--- config.mk ---
export PLATFORM = sky130hd
export DESIGN_NAME = red_seq_ctrl
export DESIGN_NICKNAME = d
export VERILOG_FILES = /design/src/rtl/red_pkg.sv /design/src/rtl/red_nib_add.sv /design/src/rtl/red_seq_ctrl.sv
export SDC_FILE = /design/constraint.sdc
export NUM_CORES = 1
export LEC_CHECK = 0
export ABC_CLOCK_PERIOD_IN_PS = 3400
export BUFFER_PORTS_ARGS = -buffer_cell sky130_fd_sc_hd__buf_2
export CAP_MARGIN = 0
export CORE_AREA = 2 2 94 73
export DETAILED_ROUTE_END_ITERATION = 6
export DIE_AREA = 0 0 96 75
export PLACE_DENSITY = 0.67
export SETUP_SLACK_MARGIN = 0.3
export SYNTH_ARGS = -nofsm -noshare
export SYNTH_HDL_FRONTEND = slang
export SYNTH_SLANG_ARGS = --single-unit
--- constraint.sdc ---
create_clock -name clk -period 3.4 [get_ports clk]
set_input_delay 0.51 -clock clk [delete_from_list [all_inputs] [get_ports clk]]
set_output_delay 0.51 -clock clk [all_outputs]
set_load 0.05 [all_outputs]
--- src/rtl/red_pkg.sv ---
// Shared constants and state encoding for the RED nibble-reduction sequencer.
package red_pkg;

  localparam int RED_W = 16;  // operand / result width
  localparam int NIB_W = 4;   // nibble width
  localparam int NNIB  = 4;   // nibbles per operand
  localparam int ACC_W = 7;   // signed accumulator width, covers -64..+56

  typedef enum logic [1:0] {
    IDLE  = 2'b00,
    ACCUM = 2'b01,
    DONE  = 2'b10
  } red_state_e;

  // Sign-extend the accumulator to the full result width.
  function automatic logic [RED_W-1:0] sext_res(input logic [ACC_W-1:0] v);
    return {{(RED_W - ACC_W){v[ACC_W-1]}}, v};
  endfunction

endpackage

--- src/rtl/red_nib_add.sv ---
// Signed add of one nibble from A and one from B, widened to the accumulator width.
module red_nib_add
  import red_pkg::*;
(
  input  logic [NIB_W-1:0] a_nib,
  input  logic [NIB_W-1:0] b_nib,
  output logic [ACC_W-1:0] sum
);

  logic [ACC_W-1:0] a_ext;
  logic [ACC_W-1:0] b_ext;

  assign a_ext = {{(ACC_W - NIB_W){a_nib[NIB_W-1]}}, a_nib};
  assign b_ext = {{(ACC_W - NIB_W){b_nib[NIB_W-1]}}, b_nib};
  assign sum   = a_ext + b_ext;

endmodule

--- src/rtl/red_seq_ctrl.sv ---
// RED sequencer: walks the nibble pairs of A and B, NPC pairs per cycle,
// accumulating a signed sum and returning it sign-extended to 16 bits.
module red_seq_ctrl #(
  parameter int NPC  = 1,
  parameter int NNIB = 4
) (
  input  logic                     clk,
  input  logic                     rst,
  input  logic                     start,
  input  logic [red_pkg::RED_W-1:0] A,
  input  logic [red_pkg::RED_W-1:0] B,
  output logic                     busy,
  output logic                     stall,
  output logic                     done,
  output logic [red_pkg::RED_W-1:0] R
);

  localparam int ACC_W = red_pkg::ACC_W;
  localparam int NIB_W = red_pkg::NIB_W;
  localparam logic [2:0] IDX_STEP = 3'(NPC);

  // Reject unsupported build configurations at elaboration.
  if (!(NPC == 1 || NPC == 2 || NPC == 4)) begin : g_bad_npc
    $error("red_seq_ctrl: NPC must be 1, 2 or 4");
  end
  if (NNIB != red_pkg::NNIB) begin : g_bad_nnib
    $error("red_seq_ctrl: NNIB must match red_pkg::NNIB");
  end

  red_pkg::red_state_e state_reg, state_next;

  logic [red_pkg::RED_W-1:0] a_reg, b_reg, r_reg;
  logic [ACC_W-1:0]          acc_reg;
  logic [2:0]                idx_reg;   // 0..4, next nibble pair to consume

  logic                      accept;
  logic                      last_pair;
  logic [ACC_W-1:0]          nib_sum [NPC];
  logic [ACC_W-1:0]          partial;
  logic [ACC_W-1:0]          acc_sum;

  // One adder per nibble pair handled in a cycle; pair gi is at idx_reg + gi.
  for (genvar gi = 0; gi < NPC; gi++) begin : g_nib
    logic [1:0] nib_idx;
    assign nib_idx = idx_reg[1:0] + 2'(gi);
    red_nib_add u_add (
      .a_nib (a_reg[{nib_idx, 2'b00} +: NIB_W]),
      .b_nib (b_reg[{nib_idx, 2'b00} +: NIB_W]),
      .sum   (nib_sum[gi])
    );
  end

  // Sum this cycle's pair results and fold them into the running total.
  always_comb begin
    partial = '0;
    for (int i = 0; i < NPC; i++) begin
      partial = partial + nib_sum[i];
    end
    acc_sum = acc_reg + partial;
  end

  assign last_pair = ((idx_reg + IDX_STEP) == 3'd4);

  // Next-state and status decode.
  always_comb begin
    state_next = state_reg;
    busy       = 1'b0;
    done       = 1'b0;
    accept     = 1'b0;
    case (state_reg)
      red_pkg::IDLE: begin
        accept = 1'b1;
        if (start) state_next = red_pkg::ACCUM;
      end
      red_pkg::ACCUM: begin
        busy = 1'b1;
        if (last_pair) state_next = red_pkg::DONE;
      end
      red_pkg::DONE: begin
        done   = 1'b1;
        accept = 1'b1;
        state_next = start ? red_pkg::ACCUM : red_pkg::IDLE;
      end
      default: state_next = red_pkg::IDLE;
    endcase
  end

  assign stall = (start & accept) | busy;
  assign R     = r_reg;

  // State, operand capture, accumulation and result register.
  always_ff @(posedge clk) begin
    if (rst) begin
      state_reg <= red_pkg::IDLE;
      a_reg     <= '0;
      b_reg     <= '0;
      acc_reg   <= '0;
      idx_reg   <= '0;
      r_reg     <= '0;
    end else begin
      state_reg <= state_next;
      if (accept && start) begin
        a_reg   <= A;
        b_reg   <= B;
        acc_reg <= '0;
        idx_reg <= '0;
      end else if (state_reg == red_pkg::ACCUM) begin
        acc_reg <= acc_sum;
        idx_reg <= idx_reg + IDX_STEP;
        if (last_pair) r_reg <= red_pkg::sext_res(acc_sum);
      end
    end
  end

endmodule

# Yosys cells after proc, flatten, opt, wreduce, memory -nomap -nowiden
# Cells that the tools add are included.
# op_classes
add_sub_neg,3
eq_ne,5
shift,2
n_mux,7
bitwise,3
reduce_logical,6
# op_table
cell,count
16-bit by 5-bit indexed part select with 4-bit output,2
7-bit adder,1
2-bit case mux with 3 select lines,1
4-bit by 4-bit adder with 5-bit output,1
1-bit 2-to-1 mux,4
2-bit 2-to-1 mux,2
2-bit inequality test (second input constant),2
2-bit OR reduction,2
3-bit by 1-bit adder with 3-bit output (second input constant),1
3-bit == test (second input constant),1
3-bit AND reduction,1
2-bit by 1-bit == test with 1-bit output (second input constant),1
2-bit == test (second input constant),1
2-bit logical NOT,1
2-bit AND reduction,1
1-bit bitwise AND,1
1-bit logical AND,1
1-bit inverter,1
1-bit bitwise OR,1
# totals
reg_bits,51
inputBits,35
output_inout_bits,19
elab_cells,32

# Depth between registers and ports, before layout
# logic_depth
depth_word,6
depth_mapped,12
depth_no_buf,11

# Cells and area by module
# A second synthesis with hierarchy kept.
# unflattened
cells_unflattened,304
hier_area_um2,2521.2
# modules_own_cells
module,instances,cells_per_inst,area_per_inst_um2,seq_area_each_um2
red_seq_ctrl,1,286,2368.5,1021.0
red_nib_add,1,18,152.6,0.0

# Worst setup path before layout
# Ideal clock, no wire load.
# synth_timing
path_type,reg2reg
startpoint,register idx_reg[0]
endpoint,"register, netlist name R[6]"
arrival_ns,2.966
path_slack_ns,0.304
stages_incl_launch_ff,11
n_path_buf,1
synth_period_minus_slack_ns,3.096
path_cell_list,dfxtp_1 buf_2 mux4_2 ha_1 fa_1 fa_1 a211oi_2 o21bai_1 a21oi_2 xnor2_1 o31ai_1
# synth_between
elab_chain_cells,3
elab_cells_between_ends,7
cone_classes,3 x add/sub; 1 x eq/ne; 2 x shift; 1 x reduce/logical
# synth_rtl
item,line,source
from (decl),red_seq_ctrl.sv:34,logic [2:0] idx_reg;
from (signal assigned),red_seq_ctrl.sv:109,idx_reg <= idx_reg + IDX_STEP;
16-bit by 5-bit indexed part select with 4-bit output (tied with other cells),red_seq_ctrl.sv:47,".a_nib (a_reg[{nib_idx, 2'b00} +: NIB_W]),"
4-bit by 4-bit adder with 5-bit output / 3-bit == test (equally long branches),"red_nib_add.sv:15, red_seq_ctrl.sv:62",
7-bit adder / 3-bit AND reduction (equally long branches),-,
# Several ways; a longest one is shown, not always the timed one.
# A chain may end at the register's enable or synchronous reset.

# Worst setup path after layout
# layout_timing
startpoint,register idx_reg[0]
endpoint,register acc_reg[5]
# layout_between
elab_chain_cells,3
elab_cells_between_ends,4
cone_classes,2 x add/sub; 2 x shift
# layout_rtl
item,line,source
16-bit by 5-bit indexed part select with 4-bit output (on tied branches),"red_seq_ctrl.sv:47, red_seq_ctrl.sv:48",
4-bit by 4-bit adder with 5-bit output (*),red_nib_add.sv:15,assign sum = a_ext + b_ext;
7-bit adder (*),red_seq_ctrl.sv:59,acc_sum = acc_reg + partial;
to (signal assigned),red_seq_ctrl.sv:108,acc_reg <= acc_sum;
to (decl),red_seq_ctrl.sv:33,logic [ACC_W-1:0] acc_reg;
# Mark *: on every way between the ends. The rest lies on a longest branch, timed or not.

==> summary.md <==
| Metric | Value |
|---|---|
| Critical Path RT | `3600 ps` |
| Max_cap viols | `0` |
| Most frequent cell after synthesis | `nand2_1` |
| Startpoint Class | `register` |
| Layout cells sized above 1 | `30.2%` |
| Die area | `7200 µm²` |
| Seq pwr share | `47.0%` |
| # diodes | `0` |
| Nets | `374` |
| Fin cells | `406` |
| Max incr delay on CP | `530 ps` |
| Hold Path Class | `in2reg` |
| Synth area leader | `dfxtp_1` |
| Total CTS buffers | `5` |
| Max Slew Vio Count | `0` |
| Total grt overflow | `0` |
| Delay-heaviest family, CP | `adder cells` |
| CTS tree | `done` |
| Starting Density | `39.5%` |
| Final Hold Viols | `0` |
| Synth area leaders | `dfxtp_1 41%, nand2_1 12%, a21oi_1 8.7%, mux4_2 7.3%, ha_1 6.6%` |
| Post-synth EDFFs | `0` |
| Root Buffer | `clkbuf_8` |
| Final WL | `5380 µm` |
| Buffers & Inverters on Critical Path | `0` |
| Final worst path period need | `2950 ps` |
| Vias | `1,993` |
| Drc violations | `0` |
| CTS Hold Buffers Added | `0` |
| DR WL/cell | `13.2 µm` |
| Crit. path cell count | `10` |
| Critical path's slowest cell | `mux4_2` |
| Peak supply drop | `0.181 mV` |
| CP Capture Type | `register` |
| DR pass1 iterations | `4` |
| Least-Margin Pin Slew | `440 ps` |
| Final setup TNS | `0 ps` |
| Core area | `6220 µm²` |
| Leak Pwr | `1.32 nW` |
| Sequential cell area fraction in the yosys report | `41.5%` |
| Power Dens Cells | `463 nW/µm²` |
| NetSw | `0.349 mW` |
| Number of global-route vias before repair | `1,843` |
| CTS H-tree depth | `2` |
| Fin crit share | `86.8%` |
| Syn_nets | `331` |
| Die height | `75 µm` |
| Row count | `25` |
| Async SR Flop Fraction | `0%` |
| Switching Fraction | `25.4%` |
| Port Buffers | `53` |
| Max Freq | `339 MHz` |
| Post-DP HPWL | `3910 µm` |
| Syn_area_per_cell | `8.76 µm²` |
| Status | `completed` |
| Placed insts | `395` |
| Clock Sink Count | `51` |
| I/O Pins | `54` |
| Cell area after synthesis | `2460 µm²` |
| Area delta synth->final | `20.6%` |
| Routed Antenna Nets | `0` |
| CP Class | `reg2reg` |
| Worst skew pair latency | `300 ps` |
| Hold Path Depth | `3` |
| Data arrival, critical path | `3150 ps` |
| Setup violations, final | `0` |
| Crit path cell chain | `mux4_2 > ha_1 > fa_2 > xor2_1 > ha_2 > nand2_2 > o211ai_1 > a21oi_2 > xnor2_2 > a31o_1` |
| All-Layer GR Usage | `15.6%` |
| Worst-path clk slew | `100 ps` |
| Via/cell ratio | `4.91` |
| Predominant post-synthesis flop cell | `dfxtp_1` |
| Relative max-transition margin | `70.7%` |
| Yosys warnings | `0` |
| Largest net degree at the start of global routing | `35` |
| Clock network power share | `35.8%` |
| Chip width | `96 µm` |
| Post-Syn Instances | `281` |
| Max FO, Critical Path | `6` |
| Most frequent cells after synthesis | `78 x nand2_1, 51 x dfxtp_1, 43 x a21oi_1, 13 x ha_1, 13 x nor2_1` |
| Clock skew | `8.25 ps` |
| Length in cells of the worst reg-to-reg path | `10` |
| Synth unique cells | `34` |
| RSZ-0062 raised after global routing | `no` |
| First-pass GRT wire length | `8600 µm` |
| Placer Congestion | `0.804` |
| Initial drt markers | `73` |
| Combinational power share | `17.3%` |
| Pint | `1.03 mW` |
| Seq cells post-synth | `51` |
| Area share of the largest cell type after synthesis | `41.5%` |
| Initial antenna violation count | `0` |
| CTS max path bufs | `2` |
[worst register-to-register path: stages, from the launching register on]
cell and delay (ps):
dfxtp_4 420, mux4_2 530, ha_1 250, fa_2 360, xor2_1 160, ha_2 380, nand2_2 70, o211ai_1 210
a21oi_2 100, xnor2_2 160, a31o_1 210
[stage by stage]
step | setup WS [ps] | hold WS [ps] | utilization [%] | instance area, µm² | total power, mW
4_1_cts | 347 | 423 | 46.2 | 2880 | 1.36
5_1_grt | 285 | 426 | 47.7 | 2970 | 1.45
6_report | 449 | 433 | 47.7 | 2970 | 1.37
3_3_place_gp | 278 | 443 | 44.0 | 2740 | 0.866
2_1_floorplan | 304 | 433 | - | 2460 | 0.809
3_5_place_dp | 175 | 451 | 44.0 | 2740 | 0.871
[power groups by stage]
stage | combinational [mW] | clock, mW | sequential (mW)
4_1_cts | 0.213 | 0.506 | 0.645
3_3_place_gp | 0.207 | 0 | 0.659
6_report | 0.237 | 0.492 | 0.645
5_1_grt | 0.264 | 0.532 | 0.649
2_1_floorplan | 0.159 | 0 | 0.650
3_5_place_dp | 0.212 | 0 | 0.659
[area by class of cell]
type	count	area [µm²]
Multi-Input combinational cell	201	1350
Clock inverter	3	67.6
Sequential cell	51	1020
Inverter	2	7.51
Timing Repair Buffer	63	353
Tap cell	81	101
Fill cell	584	3260
Clock buffer	5	68.8
[what timing repair did]
item / CTS / global route
gates resized for setup: 2 / 10
setup endpoints to repair: 6 / 6
pin swaps: 0 / 9
buffers inserted: 0 / 3
[logic make-up (layout without fill, tap and decap cells)]
kind of cell               after synthesis  count (layout)  synth area share [%]
adders and majority gates               15              15                  8.24
AOI/OAI and AO/OA                       59              59                  13.9
buffers and inverters                   29              73                  6.25
and+or+nand+nor                        105             105                  17.6
muxes                                   12              12                  8.95
DFF                                     51              51                  41.5
xor gates and xnor gates                10              10                  3.56
[path summary, 6_finish.rpt]
check	slack (ps)	endpoint	start
max	450	acc_reg[5]$_SDFFE_PP0P_	idx_reg[0]$_SDFFE_PP0P_
min	430	b_reg[15]$_SDFFE_PP0P_	B[15]
max reg2reg	450	acc_reg[5]$_SDFFE_PP0P_	idx_reg[0]$_SDFFE_PP0P_
min reg2reg	460	b_reg[14]$_SDFFE_PP0P_	b_reg[14]$_SDFFE_PP0P_
[metal layers]
metal | up-vias | wire length (µm) | track usage, %
met2 | 44 | 2400 | 23.5
li1 | 1014 | - | -
met4 | 0 | 21 | 3.33
met1 | 933 | 2740 | 23.0
met5 | - | 0 | 0
met3 | 2 | 216 | 3.40
[cell usage in the layout (no fill, tap or decap), drive strengths merged]
master	count
bufinv	2
mux2i	4
a22o	1
o31ai	2
a31o	1
a211oi	2
mux4	8
dfxtp	51
a21o	3
inv	2
and3	1
ha	13
o21bai	1
nand2	78
xor2	3
nand3b	1
clkbuf	5
xnor2	7
a21oi	45
clkinvlp	1
o21ai	3
nor2b	3
nor2	14
nand3	2
o211ai	1
fa	2
nand2b	6
buf	63
No activity file was read; power rests on OpenSTA's default activity.
